[config.mk]
export PLATFORM = sky130hd
export DESIGN_NAME = mio_uart_tx
export DESIGN_NICKNAME = d
export VERILOG_FILES = /design/src/rtl/mio_uart_tx.sv
export SDC_FILE = /design/constraint.sdc
export NUM_CORES = 1
export LEC_CHECK = 0
export ABC_AREA = 1
export ABC_CLOCK_PERIOD_IN_PS = 2550
export BUFFER_PORTS_ARGS = -buffer_cell sky130_fd_sc_hd__buf_2
export CORE_AREA = 2 2 116 118
export CTS_BUF_LIST = sky130_fd_sc_hd__clkbuf_8
export CTS_CLUSTER_SIZE = 20
export DETAILED_ROUTE_END_ITERATION = 7
export DIE_AREA = 0 0 118 120
export GPL_TIMING_DRIVEN = 0
export RECOVER_POWER = 50
export SLEW_MARGIN = 0
export SYNTH_ARGS = -nofsm -noshare
export SYNTH_HDL_FRONTEND = slang
export SYNTH_SLANG_ARGS = --single-unit
[constraint.sdc]
create_clock -name clk -period 2.55 [get_ports clk]
set_clock_uncertainty 0.05 [all_clocks]
set_input_delay 0 -clock clk [delete_from_list [all_inputs] [get_ports clk]]
set_output_delay 0 -clock clk [all_outputs]
set_load 0.01 [all_outputs]
[src/rtl/mio_uart_tx.sv]
// rtl/mio_uart_tx.sv - MIO bus UART transmitter: byte FIFO feeding an 8N1 serialiser.
// Optional even-parity bit between data and stop when UART_TX_PARITY_EN is defined.
module mio_uart_tx #(
    parameter int CLK_DIV    = 868,
    parameter int FIFO_DEPTH = 4
) (
    input  logic        clk,
    input  logic        RSTN,
    input  logic        we,
    input  logic [7:0]  wdata,
    output logic        tx,
    output logic        busy,
    output logic        full,
    output logic        empty,
    output logic        tx_done,
    output logic [31:0] status
);

    localparam int AW = $clog2(FIFO_DEPTH);
    localparam int CW = AW + 1;

`ifdef UART_TX_PARITY_EN
    typedef enum logic [2:0] {S_IDLE, S_START, S_DATA, S_PARITY, S_STOP} state_t;
`else
    typedef enum logic [1:0] {S_IDLE, S_START, S_DATA, S_STOP} state_t;
`endif

    state_t          state;
    logic [7:0]      mem [FIFO_DEPTH];
    logic [AW-1:0]   rd_ptr;
    logic [AW-1:0]   wr_ptr;
    logic [CW-1:0]   count;
    logic [CW-1:0]   count_next;
    logic            ovf;
    logic [15:0]     baud;
    logic [2:0]      bit_cnt;
    logic [7:0]      shift;
    logic            baud_end;
    logic            pop;
    logic            push;
`ifdef UART_TX_PARITY_EN
    logic            parity_bit;
`endif

    assign baud_end   = (baud == 16'(CLK_DIV - 1));
    // Pops are decided from the registered empty flag, so a byte written this cycle waits one cycle.
    assign pop        = !empty && ((state == S_IDLE) || ((state == S_STOP) && baud_end));
    assign push       = we && (!full || pop);
    assign count_next = count + CW'(push) - CW'(pop);
    assign status     = {28'b0, ovf, busy, full, empty};

    always_ff @(posedge clk) begin
        if (push) mem[wr_ptr] <= wdata;
    end

    always_ff @(posedge clk) begin
        if (!RSTN) begin
            state   <= S_IDLE;
            rd_ptr  <= '0;
            wr_ptr  <= '0;
            count   <= '0;
            full    <= 1'b0;
            empty   <= 1'b1;
            ovf     <= 1'b0;
            baud    <= '0;
            bit_cnt <= '0;
            shift   <= '0;
            tx      <= 1'b1;
            busy    <= 1'b0;
            tx_done <= 1'b0;
`ifdef UART_TX_PARITY_EN
            parity_bit <= 1'b0;
`endif
        end else begin
            if (push) wr_ptr <= wr_ptr + AW'(1);
            if (pop)  rd_ptr <= rd_ptr + AW'(1);
            count <= count_next;
            full  <= (count_next == CW'(FIFO_DEPTH));
            empty <= (count_next == '0);
            if (we && full && !pop) ovf <= 1'b1;
            // Look one cycle ahead so the pulse lands on the last stop-bit cycle.
            tx_done <= (state == S_STOP) && (baud == 16'(CLK_DIV - 2));

            case (state)
                S_IDLE: begin
                    tx   <= 1'b1;
                    baud <= '0;
                    if (pop) begin
                        shift <= mem[rd_ptr];
`ifdef UART_TX_PARITY_EN
                        parity_bit <= ^mem[rd_ptr];
`endif
                        state <= S_START;
                        tx    <= 1'b0;
                        busy  <= 1'b1;
                    end
                end
                S_START: begin
                    if (baud_end) begin
                        baud    <= '0;
                        bit_cnt <= '0;
                        tx      <= shift[0];
                        state   <= S_DATA;
                    end else begin
                        baud <= baud + 16'd1;
                    end
                end
                S_DATA: begin
                    if (baud_end) begin
                        baud <= '0;
                        if (bit_cnt == 3'd7) begin
`ifdef UART_TX_PARITY_EN
                            state <= S_PARITY;
                            tx    <= parity_bit;
`else
                            state <= S_STOP;
                            tx    <= 1'b1;
`endif
                        end else begin
                            shift   <= shift >> 1;
                            tx      <= shift[1];
                            bit_cnt <= bit_cnt + 3'd1;
                        end
                    end else begin
                        baud <= baud + 16'd1;
                    end
                end
`ifdef UART_TX_PARITY_EN
                S_PARITY: begin
                    if (baud_end) begin
                        baud  <= '0;
                        state <= S_STOP;
                        tx    <= 1'b1;
                    end else begin
                        baud <= baud + 16'd1;
                    end
                end
`endif
                S_STOP: begin
                    if (baud_end) begin
                        baud <= '0;
                        if (pop) begin
                            shift <= mem[rd_ptr];
`ifdef UART_TX_PARITY_EN
                            parity_bit <= ^mem[rd_ptr];
`endif
                            state <= S_START;
                            tx    <= 1'b0;
                        end else begin
                            state <= S_IDLE;
                            tx    <= 1'b1;
                            busy  <= 1'b0;
                        end
                    end else begin
                        baud <= baud + 16'd1;
                    end
                end
                default: begin
                    state <= S_IDLE;
                    tx    <= 1'b1;
                    busy  <= 1'b0;
                    baud  <= '0;
                end
            endcase
        end
    end

endmodule

# Word-level counts from Yosys, hierarchy flattened
# Memory sizes are Yosys's and may differ from the RTL's. A register that Yosys moved wholly into a read port is not among the register bits.
# Cells that the tools add are included.
dict set report classes {
  n_eq_ne 14
  n_reduce_logical 22
  n_addsub 6
  muxes 32
}
# cell n
set ops {}
lappend ops {{16-bit by 10-bit equality test with 1-bit output, second input constant} 2}
lappend ops {{8-bit 2-to-1 mux} 4}
lappend ops {{16-bit one-hot mux with 2 select lines} 1}
lappend ops {{8-bit one-hot mux with 3 select lines} 1}
lappend ops {{16-bit by 1-bit adder with 16-bit output, second input constant} 1}
lappend ops {{16-bit 2-to-1 mux} 1}
lappend ops {{2-bit 2-to-1 mux} 7}
lappend ops {{2-bit inequality test, second input constant} 7}
lappend ops {{4-bit AND reduction} 3}
lappend ops {{1-bit 2-to-1 mux} 11}
lappend ops {{3-bit 2-to-1 mux} 3}
lappend ops {{2-bit one-hot mux with 4 select lines} 1}
lappend ops {{3-bit equality test, second input constant} 2}
lappend ops {{1-bit logical AND} 6}
lappend ops {{3-bit one-hot mux with 2 select lines} 1}
lappend ops {{5-bit AND reduction} 1}
lappend ops {{2-bit by 1-bit adder with 2-bit output, second input constant} 2}
lappend ops {{2-bit equality test, second input constant} 2}
lappend ops {{1-bit one-hot mux with 4 select lines} 1}
lappend ops {{2-bit nonzero test} 2}
lappend ops {{3-bit by 1-bit adder with 3-bit output} 1}
lappend ops {{3-bit by 1-bit adder with 3-bit output, second input constant} 1}
lappend ops {{1-bit zero test} 3}
lappend ops {{3-bit zero test} 1}
lappend ops {{other kinds (8)} 9}
dict set report word_totals {
  regBits 42
  n_memories 1
  ram_bits 32
  inputBits 11
  output_inout_bits 37
  wordCells 88
}
# memory depth width read_ports rd_ports_with_merged_regs wr line_no
set memory_table {}
lappend memory_table {mem 4 8 1 1 1 29} ;# logic [7:0] mem [FIFO_DEPTH];

# Logic depth before layout (Yosys ltp)
dict set report logic_depth {
  depth_word 9
  ltp_mapped 17
  depth_no_buf 17
}

# Least setup slack after synthesis
# Ideal clock, no wire load.
dict set report synth_timing {
  path_type {register to register}
  startpoint {reg baud[0]}
  endpoint {reg full}
  path_buffers 0
  slack_ns 0.065
  t_arrival_ns 2.371
  required_ns 2.436
  setup_time_ns 0.064
  period_less_slack_ns 2.485
  path_stages_with_launch 17
  cell_sequence {dfxtp_1 ha_1 nand2_1 nor2_2 nand2_4 nand2_4 nand2_4 nand2_4 nand2_4 ha_1 inv_1 ha_1 inv_1 fa_1 xnor2_1 nand2_1 nor2_1}
}
dict set report synth_between {
  elab_chain_len 9
}
# element line_no
set synth_rtl {}
lappend synth_rtl {{start, declared} 35} ;# logic [15:0] baud;
lappend synth_rtl {{start signal, assigned} 105} ;# baud <= baud + 16'd1;
lappend synth_rtl {{start signal, assigned} 125} ;# baud <= baud + 16'd1;
lappend synth_rtl {{start signal, assigned} 155} ;# baud <= baud + 16'd1;
lappend synth_rtl {{16-bit by 10-bit equality test with 1-bit output (*)} 45} ;# assign baud_end = (baud == 16'(CLK_DIV - 1));
lappend synth_rtl {{1-bit logical AND (*)} 47} ;# assign pop = !empty && ((state == S_IDLE) || ((state == S_STOP) && baud_end));
lappend synth_rtl {{1-bit logical OR (*)} 47}
lappend synth_rtl {{1-bit logical AND (*)} 47}
lappend synth_rtl {{1-bit logical OR} 48} ;# assign push = we && (!full || pop);
lappend synth_rtl {{1-bit logical AND} 48}
lappend synth_rtl {{3-bit by 1-bit adder with 3-bit output} 49} ;# assign count_next = count + CW'(push) - CW'(pop);
lappend synth_rtl {{3-bit by 1-bit subtractor with 3-bit output (*)} 49}
lappend synth_rtl {{3-bit equality test (*)} 78} ;# full <= (count_next == CW'(FIFO_DEPTH));
lappend synth_rtl {{end signal, assigned} 78}
lappend synth_rtl {{end, declared} 13} ;# output logic full,
# Every way passes the cells marked *; elsewhere a longest branch is shown, timed or not.
# A chain may end at the register's enable or synchronous reset.

# Final worst setup path
dict set report layout_timing {
  startpoint {reg baud[3]}
  endpoint {reg empty}
}
dict set report layout_between {
  elab_chain_len 9
}
# element line_no
set layout_rtl {}
lappend layout_rtl {{16-bit by 10-bit equality test with 1-bit output (*)} 45}
lappend layout_rtl {{1-bit logical AND (*)} 47}
lappend layout_rtl {{1-bit logical OR (*)} 47}
lappend layout_rtl {{1-bit logical AND (*)} 47}
lappend layout_rtl {{1-bit logical OR} 48}
lappend layout_rtl {{1-bit logical AND} 48}
lappend layout_rtl {{3-bit by 1-bit adder with 3-bit output} 49}
lappend layout_rtl {{3-bit by 1-bit subtractor with 3-bit output (*)} 49}
lappend layout_rtl {{3-bit zero test (*)} 79} ;# empty <= (count_next == '0);
lappend layout_rtl {{end signal, assigned} 79}
lappend layout_rtl {{end, declared} 14} ;# output logic empty,
# Marks and branches as above.

==> Implementation_results.wiki <==
{| class="wikitable"
! Metric !! Value
|-
| Antenna Diode Count || 0
|-
| PortBufs || 19
|-
| Post-Route Utilization || 37.2%
|-
| Path category of the worst min-delay check || in2reg
|-
| Maximum clock frequency || ~410 MHz
|-
| TritonCTS clock tree || done
|-
| Final global-route overflow total || 0
|-
| Max Slew Vio Count || 0
|-
| Clock-pin slew reported for the worst setup and hold paths after clock tree synthesis || ~0.090 ns
|-
| Yosys cell types || 41
|-
| Remaining number of nets flagged by the antenna check after routing || 0
|-
| Inserted Clock Buffers || 9
|-
| WP data arrival || 2.63 ns
|-
| Max Buffers Root-to-Sink || 2
|-
| Max-Slew Margin vs Limit || around 47%
|-
| Area grow syn2layout || 26.9%
|-
| Average cell area after synthesis || ~8.9 um^2
|-
| Hold Path Cell Cnt || 2
|-
| Reg-to-reg setup timing slack || slightly below 0.09 ns
|-
| Critical R2R Capture || empty$_SDFF_PN1_
|-
| Die ar. || 14200 um^2
|-
| Antenna violations before repair || 0
|-
| Clock sink count || 76
|-
| Worst slack at placement || -0.204 ns
|-
| Worst Slack Setup Final || about 0.089 ns
|-
| Post-synthesis sequential element count || 76
|-
| Clock latency reported for the late side of the worst-skew pair || about 0.34 ns
|-
| Total power || slightly below 5 mW
|-
| Total number of vias || around 2900
|-
| Sequential cell area fraction in the yosys report || 48.4%
|-
| Mapped Cells || around 430
|-
| Average via count per standard cell || approximately 4.1
|-
| Hold violation total from the final report || 0
|-
| Vias in the first global route || roughly 2600
|-
| Count of H-tree levels built during CTS || 3
|-
| Most congested layer reported by global routing || met2
|-
| GR Layer Usage met3 || between 2 and 2.5%
|-
| Hold endpoint || mem[1][3]$_DFFE_PP_
|-
| M2 GR Usage || approximately 18%
|-
| Root Buffer Master || clkbuf_8
|-
| Critical path required time || between 2 and 3 ns
|-
| Number of top-level pins || 48
|-
| Worst hold slack || 0.399 ns
|-
| Library cell occupying the most area in the post-synthesis netlist || edfxtp_1
|-
| Routed len/inst || approximately 11 um
|-
| Worst r2r src || baud[3]$_SDFF_PP0_
|-
| Overall global routing resource usage || 10.2%
|-
| Total negative slack || 0 ns
|-
| Die W || 118 um
|-
| Number of core rows || between 40 and 50
|-
| DP HPWL || 4980 um
|-
| Mapped cell area || 3800 um^2
|-
| Source of the worst hold timing path || wdata[3]
|-
| Placeable core area || ~13000 um^2
|-
| RD Place Congestion || 0.826
|-
| Highest ir drop seen on vdd || approximately 0.54 mV
|-
| Setup repair after global routing missed its margin || true
|-
| Max-cap violation count || 0
|-
| Ratio of cells with drive above 1 in the final layout || between 20% and 30%
|-
| Final worst path period share || between 90% and 100%
|-
| Yosys warning count || 0
|-
| First-pass GRT wire length || roughly 12000 um
|-
| Routed Wire Length || about 7400 um
|-
| Global-route track usage on met1 || 12.3%
|-
| Pleak || 2.03 nW
|-
| Detailed Routing Iterations Pass 1 || 6
|-
| Worst-Margin Slew || slightly below 0.8 ns
|-
| Die boundary height || 120 um
|-
| Final setup violating endpoints || 0
|-
| R2R depth || 15
|-
| P per Cell Area || roughly 1000 nW/um^2
|-
| Biggest fanout along the worst timing path || 6
|-
| Crit path time final || ~2.5 ns
|-
| Initial Utilization || between 20% and 30%
|-
| Share of the synthesized area in the top cell type || about a quarter
|-
| Critical path type || reg2reg
|-
| Worst Setup Start Kind || flip-flop
|-
| Crit end category || flip-flop
|-
| Leading cell types by total area after synthesis || edfxtp_1 25%, dfxtp_1 23%, buf_4 6.3%, nand2_1 5.9%, nor2_1 5.9%
|-
| # nets final || 538
|-
| Violation count after the first detailed-route iteration || 82
|-
| Maximum number of pins on one net before global-route repair || 15
|-
| Run status || completed
|-
| DRC violation count after routing || 0
|}
==> Yosys cell counts, drive strengths merged <==
library cell and number:
o21bai 1, or2 2, edfxtp 32, a21boi 1, clkbuf 2, nand3 18
ha 16, a31oi 3, dfxtp 44, inv 48, nor3b 1, conb 1
buf 39, nand3b 3, nor4 2, nand2 68, xor2 2, mux2i 6
fa 1, o21ai 25, nor3 7, a21oi 29, and3 1, nor2 65
xnor2 4, nand4 3, o211a 1
==> layout make-up <==
class,instances,area (um^2)
Fill cell,1308,8150
Sequential cell,76,1860
Multi-Input combinational cell,287,1670
Timing Repair Buffer,47,317
Buffer,41,303
Tap cell,176,220
Inverter,48,183
Clock inverter,7,146
Clock buffer,9,124
==> metal layers <==
layer	vias to the layer above	share of wire, %	wire length, um
met4	0	0.97	71
met5	-	0	0
met3	9	3.3	243
li1	1495	-	-
met1	1298	46	3400
met2	50	50	3640
==> cell usage in the layout (no fill, tap or decap), types with 6 or more instances in the layout <==
cell	Yosys	layout
mux2i_1	6	6
o21ai_0	25	24
dfxtp_2	0	14
inv_1	44	42
conb_1	1	28
nor2_1	60	54
buf_2	4	10
nor2_2	4	9
a21oi_2	7	7
dlygate4sd3_1	0	11
clkbuf_8	0	9
ha_1	16	12
dfxtp_1	44	29
nor3_1	6	6
a21oi_1	21	21
clkbuf_1	2	15
edfxtp_1	32	32
nand2_2	2	6
buf_4	32	49
nand3_1	17	17
nand2_1	60	56
==> timing repair <==
item	CTS	global route
endpoints found under the setup margin	4	3
resized for setup	12	28
pin swaps	6	12
setup buffers	6	11
gates cloned	0	0
hold buffers	11	0
hold endpoints to repair	38	0
==> worst max-delay path by stage <==
stage                          startpoint               end  slack, ns  cells past startpoint
global placement       baud[0]$_SDFF_PP0_   full$_SDFF_PN0_      -0.17                     16
floorplan              baud[0]$_SDFF_PP0_   full$_SDFF_PN0_       0.06                     16
detailed placement  state[0]$_SDFFE_PN0P_   full$_SDFF_PN0_      -0.20                     14
finish                 baud[3]$_SDFF_PP0_  empty$_SDFF_PN1_       0.09                     15
CTS                    baud[0]$_SDFF_PP0_   full$_SDFF_PN0_      0.002                     16
global route           baud[3]$_SDFF_PP0_   full$_SDFF_PN0_      -0.03                     16
==> registers in the layout, indices dropped and copies added (netlist names), named ones only <==
| register | flops |
|---|---|
| tx | 1 |
| bit_cnt | 3 |
| mem | 32 |
| tx_done | 1 |
| busy | 1 |
| rd_ptr | 2 |
| count | 3 |
| state | 2 |
| full | 1 |
| ovf | 1 |
| baud | 16 |
| wr_ptr | 2 |
| empty | 1 |
| shift | 8 |
==> cells by family after synthesis <==
family                   after synthesis  synth area share [%]
AND/OR/NAND/NOR                      170                  20.8
buffers and inverters                 89                  12.7
flip-flops                            76                  48.4
AO/OA/AOI/OAI                         60                  9.24
adder cells (fa/ha/maj)               17                  5.79
XOR/XNOR                               6                  1.38
multiplexers                           6                  1.58
other                                  1                0.0986
==> power by group <==
part	total (mW)	switching, mW	leakage, nW	internal, mW
logic	2.05	1.18	1.24	0.876
registers	1.64	0.153	0.660	1.49
clock network	1.24	0.483	0.134	0.758
==> critical path, stage by stage, from the launching register on <==
cell and delay (ns):
dfxtp_2 0.35, nor2_2 0.14, nand2_2 0.08, nor2_4 0.15, nand2_4 0.08, nand2_4 0.08, nand2_4 0.08, nand2_4 0.09
nand2_4 0.08, ha_4 0.26, inv_1 0.03, ha_1 0.16, inv_1 0.07, fa_2 0.46, nand2_2 0.10, o21ai_1 0.07
==> stage by stage <==
step,std cells,area [um^2]
floorplan,452,3910
global placement,647,4220
detailed placement,647,4220
CTS,680,4670
global route,691,4830
finish,691,4830
Note: power is estimated with default switching activity, not from simulation.
